**src/rtl/ad_capture_buffer.sv**
```systemverilog
// Triggered capture of the ADC sample stream into a circular window buffer.
// The display reads the frozen window by column, with the trigger sample at column PRE_TRIG.
module ad_capture_buffer #(
  parameter int unsigned DATA_W       = 8,
  parameter int unsigned DEPTH        = 480,
  parameter int unsigned ADDR_W       = 9,
  parameter int unsigned PRE_TRIG     = 240,
  parameter int unsigned AUTO_TIMEOUT = 1000
) (
  input  logic              clk,
  input  logic              rst,
  input  logic              sample_en,
  input  logic [DATA_W-1:0] ad_data,
  input  logic [DATA_W-1:0] trig_level,
  input  logic              trig_edge,
  input  logic              auto_mode,
  input  logic              arm,
  input  logic [ADDR_W-1:0] rd_addr,
  output logic [DATA_W-1:0] rd_data,
  output logic              busy,
  output logic              triggered,
  output logic              done
);

  localparam int unsigned POST_CNT = DEPTH - PRE_TRIG - 1;
  localparam int unsigned CNT_MAX  = (AUTO_TIMEOUT > DEPTH) ? AUTO_TIMEOUT : DEPTH;
  localparam int unsigned CNT_W    = $clog2(CNT_MAX + 1);

  typedef enum logic [2:0] {
    S_IDLE,
    S_PREFILL,
    S_WAIT_TRIG,
    S_POSTFILL,
    S_DONE
  } state_e;

  state_e              state_q, state_d;
  logic [ADDR_W-1:0]   wr_ptr_q, wr_ptr_d;
  logic [ADDR_W-1:0]   trig_ptr_q, trig_ptr_d;
  logic [CNT_W-1:0]    cnt_q, cnt_d;
  logic [DATA_W-1:0]   prev_q, prev_d;
  logic [DATA_W-1:0]   level_q, level_d;
  logic                edge_sel_q, edge_sel_d;
  logic                triggered_q, triggered_d;
  logic                busy_q, busy_d;
  logic                done_q, done_d;
  logic [DATA_W-1:0]   rd_data_q, rd_data_d;

  logic                accept_c;
  logic                crossing_c;
  logic                auto_hit_c;
  logic                hit_c;
  logic [ADDR_W-1:0]   start_c;
  logic [ADDR_W:0]     sum_c;
  logic [ADDR_W-1:0]   phys_c;
  logic                in_range_c;

  logic [DATA_W-1:0]   mem [DEPTH];

  // Sample acceptance and trigger qualification against the latched level/edge.
  always_comb begin
    accept_c   = sample_en && !rst &&
                 ((state_q == S_PREFILL) || (state_q == S_WAIT_TRIG) || (state_q == S_POSTFILL));
    crossing_c = edge_sel_q ? ((prev_q >= level_q) && (ad_data <  level_q))
                            : ((prev_q <  level_q) && (ad_data >= level_q));
    auto_hit_c = auto_mode && (cnt_q >= CNT_W'(AUTO_TIMEOUT - 1));
    hit_c      = crossing_c || auto_hit_c;
  end

  // Next-state and register updates.
  always_comb begin
    state_d     = state_q;
    wr_ptr_d    = wr_ptr_q;
    trig_ptr_d  = trig_ptr_q;
    cnt_d       = cnt_q;
    prev_d      = prev_q;
    level_d     = level_q;
    edge_sel_d  = edge_sel_q;
    triggered_d = triggered_q;

    unique case (state_q)
      S_IDLE, S_DONE: begin
        if (arm) begin
          level_d     = trig_level;
          edge_sel_d  = trig_edge;
          wr_ptr_d    = '0;
          cnt_d       = '0;
          triggered_d = 1'b0;
          state_d     = S_PREFILL;
        end
      end
      S_PREFILL: begin
        if (sample_en) begin
          if (cnt_q == CNT_W'(PRE_TRIG - 1)) begin
            cnt_d   = '0;
            state_d = S_WAIT_TRIG;
          end else begin
            cnt_d = cnt_q + CNT_W'(1);
          end
        end
      end
      S_WAIT_TRIG: begin
        if (sample_en) begin
          if (hit_c) begin
            trig_ptr_d  = wr_ptr_q;
            triggered_d = 1'b1;
            if (POST_CNT == 0) begin
              cnt_d   = '0;
              state_d = S_DONE;
            end else begin
              cnt_d   = CNT_W'(POST_CNT);
              state_d = S_POSTFILL;
            end
          end else if (cnt_q < CNT_W'(AUTO_TIMEOUT - 1)) begin
            // Saturates so an endless normal-mode wait cannot wrap the count.
            cnt_d = cnt_q + CNT_W'(1);
          end
        end
      end
      S_POSTFILL: begin
        if (sample_en) begin
          cnt_d = cnt_q - CNT_W'(1);
          if (cnt_q == CNT_W'(1)) begin
            state_d = S_DONE;
          end
        end
      end
      default: state_d = S_IDLE;
    endcase

    if (accept_c) begin
      wr_ptr_d = (wr_ptr_q == ADDR_W'(DEPTH - 1)) ? '0 : wr_ptr_q + ADDR_W'(1);
      prev_d   = ad_data;
    end

    busy_d = (state_d == S_PREFILL) || (state_d == S_WAIT_TRIG) || (state_d == S_POSTFILL);
    done_d = (state_d == S_DONE);
  end

  // Column-to-physical mapping: window starts PRE_TRIG samples before the trigger, mod DEPTH.
  always_comb begin
    start_c    = (trig_ptr_q >= ADDR_W'(PRE_TRIG)) ? trig_ptr_q - ADDR_W'(PRE_TRIG)
                                                   : trig_ptr_q + ADDR_W'(DEPTH - PRE_TRIG);
    sum_c      = {1'b0, start_c} + {1'b0, rd_addr};
    phys_c     = (sum_c >= (ADDR_W + 1)'(DEPTH)) ? ADDR_W'(sum_c - (ADDR_W + 1)'(DEPTH))
                                                 : sum_c[ADDR_W-1:0];
    in_range_c = ({1'b0, rd_addr} < (ADDR_W + 1)'(DEPTH));
    rd_data_d  = in_range_c ? mem[phys_c] : '0;
  end

  // Sample storage; contents survive reset.
  always_ff @(posedge clk) begin
    if (accept_c) begin
      mem[wr_ptr_q] <= ad_data;
    end
  end

  always_ff @(posedge clk) begin
    if (rst) begin
      state_q     <= S_IDLE;
      wr_ptr_q    <= '0;
      trig_ptr_q  <= '0;
      cnt_q       <= '0;
      prev_q      <= '0;
      level_q     <= '0;
      edge_sel_q  <= 1'b0;
      triggered_q <= 1'b0;
      busy_q      <= 1'b0;
      done_q      <= 1'b0;
      rd_data_q   <= '0;
    end else begin
      state_q     <= state_d;
      wr_ptr_q    <= wr_ptr_d;
      trig_ptr_q  <= trig_ptr_d;
      cnt_q       <= cnt_d;
      prev_q      <= prev_d;
      level_q     <= level_d;
      edge_sel_q  <= edge_sel_d;
      triggered_q <= triggered_d;
      busy_q      <= busy_d;
      done_q      <= done_d;
      rd_data_q   <= rd_data_d;
    end
  end

  assign rd_data   = rd_data_q;
  assign busy      = busy_q;
  assign triggered = triggered_q;
  assign done      = done_q;

endmodule

```
**config.mk**
```make
export PLATFORM = sky130hd
export DESIGN_NAME = ad_capture_buffer
export DESIGN_NICKNAME = d
export VERILOG_FILES = /design/src/rtl/ad_capture_buffer.sv
export SDC_FILE = /design/constraint.sdc
export NUM_CORES = 2
export LEC_CHECK = 0
export CAP_MARGIN = 25
export CORE_UTILIZATION = 40
export DETAILED_ROUTE_END_ITERATION = 12
export GPL_TIMING_DRIVEN = 0
export SKIP_CTS_REPAIR_TIMING = 1
export SLEW_MARGIN = 25
export SYNTH_ARGS = -nofsm -noshare
export SYNTH_HDL_FRONTEND = slang
export SYNTH_SLANG_ARGS = --single-unit
```
**constraint.sdc**
```tcl
create_clock -name clk -period 11.4 [get_ports clk]
set_input_delay 2.28 -clock clk [delete_from_list [all_inputs] [get_ports clk]]
set_output_delay 2.28 -clock clk [all_outputs]
set_load 0.005 [all_outputs]
```
; Yosys cells after proc, flatten, opt, wreduce, memory -nomap -nowiden
; Memories as Yosys holds them, arrays and structs flattened. A register that Yosys moved wholly into a read port is not among the register bits.
; Index checks and enable logic that the tools add are counted.
[word_totals]
rom_bits = 0
ramBits = 3840
n_memories = 1
latchBits = 0
register_bits = 51
out_inout_bits = 11
elab_cells = 97
in_bits = 31
[classes]
n_shift = 0
div_mod_pow = 0
n_reduce_logical = 23
bitwise_logic = 1
addsub = 7
multipliers = 0
n_mux = 29
magnitude_cmp = 9
n_eq_ne = 17
[mem_list]
columns = name, words, width, read_ports, rd_ports_with_merged_regs, write_ports, line
row1 = mem, 480, 8, 1, 1, 1, 58  ; logic [DATA_W-1:0] mem [DEPTH];
[ops]
columns = cell, n
row1 = $mux W10, 7
row2 = $mux W9, 6
row3 = $pmux W10 S4, 1
row4 = $mux W3, 7
row5 = $ge A8 B8 Y1, 2
row6 = $lt A8 B8 Y1, 2
row7 = $eq A3 B2 Y1 const B, 4
row8 = $pmux W3 S4, 1
row9 = $add A10 B1 Y10 const B, 1
row10 = $add A9 B9 Y10, 1
row11 = $eq A10 B1 Y1 const B, 1
row12 = $eq A10 B8 Y1 const B, 1
row13 = $ge A10 B10 Y1 const B, 1
row14 = $ge A10 B9 Y1 const B, 1
row15 = $lt A10 B10 Y1 const B, 1
row16 = $ne A2 B2 Y1 const B, 5
row17 = $sub A10 B1 Y10 const B, 1
row18 = $add A9 B1 Y9 const B, 1
row19 = $add A9 B8 Y9 const B, 1
row20 = $eq A9 B9 Y1 const B, 1
row21 = $ge A9 B8 Y1 const B, 1
row22 = $lt A9 B9 Y1 const B, 1
row23 = $sub A9 B8 Y9 const B, 1
row24 = $sub A9 B9 Y9 const B, 1
row25 = other kinds (17), 36

; Depth between registers and ports, before layout
[depth]
word_depth = 10
ltp_mapped = 20
mapped_depth_nobuf = 17

; Worst setup path before layout
; No wires, ideal clock.
[synth_path]
path_type = input to register
start = in rd_addr[0]
end = reg rd_data_q[4] (netlist: rd_data[4]), read port of mem
n_path_buf = 4
setup_slack_ps = 6016
path_stages = 12
t_required_ps = 11272
t_arrival_ps = 5257
setup_time_ps = 128
path_cell_list = ha_1 fa_1 buf_2 buf_2 buf_1 clkbuf_1 mux4_2 mux4_2 mux2i_1 mux2i_1 o221ai_1 o22ai_2
[synth_via]
elab_chain_cells = 3
word_cells_on_any_way = 7
classes_between = add/sub: 2 / order compare: 2 / mux: 1 / bitwise: 1 / reduce/logical: 1
[synth_rtl]
columns = item, line
row1 = start: declaration, 18  ; input logic [ADDR_W-1:0] rd_addr,
row2 = $add A9 B9 Y10 / $lt A9 B9 Y1 (equally long branches), "144, 147"
row3 = $sub A9 B9 Y9 (tied with other cells), 145  ; phys_c = (sum_c >= (ADDR_W + 1)'(DEPTH)) ? ADDR_W'(sum_c - (ADDR_W + 1)'(DEPTH))
row4 = $mux W9 / $reduce_or A2 Y1 (equally long branches), -
row5 = end: declaration, 47  ; logic [DATA_W-1:0] rd_data_q, rd_data_d;
; Several ways; a longest one is shown, not always the timed one.
; A chain may end at the register's enable or synchronous reset.

; Worst setup path after layout
[layout_path]
start = in rd_addr[0]
end = reg rd_data_q[0] (netlist: rd_data[0]), read port of mem
; Same word-level chain as after synthesis.

==> impl_metrics.csv <==
group,metric,value,unit
run_status,outcome,"completed",
synthesis,synth.yosys.seq_area_share,0.7611,
detailed_routing,viasPerCell,6.203,
synthesis,synth_area_leader_cell,"sky130_fd_sc_hd__edfxtp_1",
synthesis,syn-cell-area,153000,um^2
synthesis,synth_ff_type,"sky130_fd_sc_hd__edfxtp_1",
setup_path,critPathLaunchType,"input port",
setup_path,worst-endpoint-arrival,8.96,ns
clock_tree,cts_tree,"built",
timing,report.final.hold_viol_count,0,
job,drv_cap,0,
detailed_routing,via_count,81796,
floorplanning,die_width,620.6,um
timing,slew-limit-headroom,0.1701,
synthesis,number_of_synthesized_flops_with_an_enable_pin,3840,
placed_design,portBuffers,41,
clock_tree,cts.htree.levels,5,
clock_tree,clk-insertion-delay-late,0.97,ns
hold_path,min_delay_path_depth,2,
timing,finalMaxSlewViolations,0,
detailed_routing,drt_iter0_drc,12848,
cells_and_area,design.final.nets,7851,
floorplanning,placement_rows,226,
floorplanning,core_region_area,379800,um^2
setup_path,timing.reg2reg.worst_path_depth,17,
cells_and_area,final_layout_size_suffix_gt1_frac,0.2631,
detailed_routing,remaining_drc_errors,0,
synthesis,yosys.cell_types.count,82,
timing,fin_skew,0.06173,ns
timing,fin_setup_tns,0,ns
global_route,grt_first_pass_wirelength,666.7,mm
synthesis,synthCells,7240,
setup_path,critPathRequiredTime,12.19,ns
global_route,grt_overflow,0,
placed_design,routabilityCongestion,0.9667,
floorplanning,floorplan.initialDensity,0.4030,
detailed_routing,drt_pass1_iterations,9,
synthesis,synthDominantCellAreaShare,0.7534,
detailed_routing,finalWirelength,496.9,mm
hold_path,path_type_of_the_worst_min_delay_path,"reg2reg",
synthesis,synthMostInstantiatedCell,"sky130_fd_sc_hd__edfxtp_1",
global_route,number_of_antenna_violations_at_the_first_check_in_global_routing,39,
hold_path,hold_path_end,"level_q[4]",
timing,fmax,122.3,MHz
timing,worst_slew_pin_slew,1.243,ns
timing,setup-violations-final,0,
power_and_ir_drop,powerDensity,175.7,nW/um^2
power_and_ir_drop,static-leakage-power,54.74,nW
floorplanning,pin_count,42,
synthesis,synthesis.nets,7307,
global_route,gr-usage-all-layers,0.2558,
detailed_routing,ant_nets,0,
hold_path,launch_instance_of_the_worst_min_delay_path,"level_q[4]",
synthesis,yosys-top-cells-area,"sky130_fd_sc_hd__edfxtp_1 75%, sky130_fd_sc_hd__mux4_2 16%, sky130_fd_sc_hd__nor2_1 1.3%",
synthesis,synth.yosys.warnings,0,
synthesis,synthArstFlopShare,0,
placed_design,dp.cells,12400,
setup_path,worstReg2RegEnd,"rd_data[5]",
setup_path,critPathCaptureType,"flip-flop",
clock_tree,numCtsBuffers,397,
floorplanning,die_height,620.6,um
setup_path,worst-r2r-setup-slack,4.76,ns
timing,period_needed,8.174,ns
power_and_ir_drop,worst_vdd_ir,0.1353,mV
synthesis,synth-seq-cells,3899,
cells_and_area,finish.cell_count_without_fillers,13187,
cells_and_area,area_delta_synth_final,14.78,%
detailed_routing,routedWlPerCell,37.68,um
synthesis,synth_commonest_cells,"3840 x sky130_fd_sc_hd__edfxtp_1, 1098 x sky130_fd_sc_hd__mux4_2, 526 x sky130_fd_sc_hd__nor2_1",
timing,setup_repair_after_global_routing_missed_its_margin,"no",
clock_tree,clock_sinks,3899,
clock_tree,cts.path.max_buffers,4,
setup_path,rr_startpoint,"trig_ptr_q[4]",
synthesis,post_synth.cell_area_avg,21.14,um^2
setup_path,crit_fanout,10,
clock_tree,buffer_type_at_the_clock_tree_root,"sky130_fd_sc_hd__clkbuf_16",
clock_tree,clk_pin_slew_worst_paths,0.06,ns
setup_path,crit_type,"in2reg",
global_route,pin_count_of_the_biggest_net_entering_global_routing,133,
timing,period_share,0.7170,
floorplanning,die_area,385100,um^2
placed_design,place.detailed.hpwl,345.0,mm
global_route,grt_pass1_vias,79392,
## layout make-up
| type | count | area (um^2) |
|---|---|---|
| Inverter | 29 | 108.9 |
| Multi-Input combinational cell | 2863 | 34390 |
| Fill cell | 31167 | 204100 |
| Buffer | 449 | 2318 |
| Clock inverter | 253 | 2556 |
| Clock buffer | 477 | 10340 |
| Tap cell | 5016 | 6276 |
| Antenna cell | 56 | 140.1 |
| Timing Repair Buffer | 145 | 3049 |
| Sequential cell | 3899 | 116500 |
## stage by stage
stage	power [mW]	area (um^2)	hold WS [ns]	setup slack, ns	util
2_1_floorplan	16.94	153000	0.4363	6.016	-
3_3_place_gp	18.26	159700	0.4563	-8.435	0.4206
3_5_place_dp	18.02	162600	0.4475	2.538	0.4281
4_1_cts	30.87	175500	0.4561	3.579	0.4621
5_1_grt	31.45	175500	0.4809	3.441	0.4622
6_report	30.87	175700	0.4572	3.226	0.4626
## layer usage
layer / global-route usage / vias to the layer above / part of all wire
met5: 0 / - / 0.00083
met4: 0.1331 / 36 / 0.059
met3: 0.08298 / 1138 / 0.12
met2: 0.3744 / 5471 / 0.44
met1: 0.3417 / 43919 / 0.38
li1: - / 31232 / -
## where the power goes
group          internal, mW  switching (mW)  total (mW)
Sequential             15.7         0.00492        15.8
Clock                  7.49            5.60        13.1
Combinational         0.639            1.40        2.03
## worst max path at each step
stage,slack (ns),cells past startpoint,endpoint,startpoint
CTS,3.58,13,rd_data[5],rd_addr[0]
global placement,-8.44,13,trig_ptr_q[6],ad_data[1]
finish,3.23,13,rd_data[0],rd_addr[0]
global route,3.44,15,rd_data[1],rd_addr[0]
detailed placement,2.54,13,rd_data[5],rd_addr[0]
floorplan,6.02,12,rd_data[4],rd_addr[0]
## placed cells by master (no fill, tap or decap), types with 35 or more instances in the layout
master,netlist,routed
sky130_fd_sc_hd__clkbuf_1,202,184
sky130_fd_sc_hd__buf_16,0,76
sky130_fd_sc_hd__bufinv_16,0,45
sky130_fd_sc_hd__nor2_1,526,514
sky130_fd_sc_hd__a311oi_1,67,66
sky130_fd_sc_hd__buf_2,125,144
sky130_fd_sc_hd__nand3_1,104,104
sky130_fd_sc_hd__clkbuf_2,0,91
sky130_fd_sc_hd__o21ai_0,38,38
sky130_fd_sc_hd__and3_1,65,65
sky130_fd_sc_hd__mux2i_1,132,132
sky130_fd_sc_hd__a21oi_1,55,54
sky130_fd_sc_hd__nand2_1,493,493
sky130_fd_sc_hd__edfxtp_1,3840,3840
sky130_fd_sc_hd__dfxtp_1,59,59
sky130_fd_sc_hd__clkinv_2,0,72
sky130_fd_sc_hd__clkinv_1,0,98
sky130_fd_sc_hd__diode_2,0,56
sky130_fd_sc_hd__clkbuf_16,0,402
sky130_fd_sc_hd__ha_1,35,35
sky130_fd_sc_hd__buf_4,73,75
sky130_fd_sc_hd__mux4_2,1098,1098
## cells by family after synthesis
| kind of cell | after synthesis | synth area share |
|---|---|---|
| compound gates | 308 | 0.01494 |
| flops | 3899 | 0.7611 |
| fa+ha+maj | 36 | 0.002992 |
| simple gates | 1270 | 0.03442 |
| mux | 1236 | 0.1709 |
| buf+inv | 478 | 0.01484 |
| xor+xnor | 13 | 0.0007931 |
## state kept, by name (all words and copies together), names as in the netlist
register    count
edge_sel_q      1
cnt_q          10
busy            1
rd_data         8
done            1
mem          3840
state_q         3
level_q         8
prev_q          8
trig_ptr_q      9
wr_ptr_q        9
triggered       1
## worst max-delay path: stages
cell                              delay (ns)
sky130_fd_sc_hd__clkdlybuf4s50_1        0.49
sky130_fd_sc_hd__ha_1                   0.28
sky130_fd_sc_hd__fa_1                   0.47
sky130_fd_sc_hd__xnor2_2                0.63
sky130_fd_sc_hd__clkbuf_1               0.54
sky130_fd_sc_hd__buf_1                  0.93
sky130_fd_sc_hd__clkbuf_2               0.63
sky130_fd_sc_hd__nand2_1                0.10
sky130_fd_sc_hd__a311oi_1               0.76
sky130_fd_sc_hd__a311oi_1               0.25
sky130_fd_sc_hd__a31oi_1                0.60
sky130_fd_sc_hd__o221ai_1               0.28
sky130_fd_sc_hd__o22ai_1                0.70
Power figures use the tool's default switching activity.
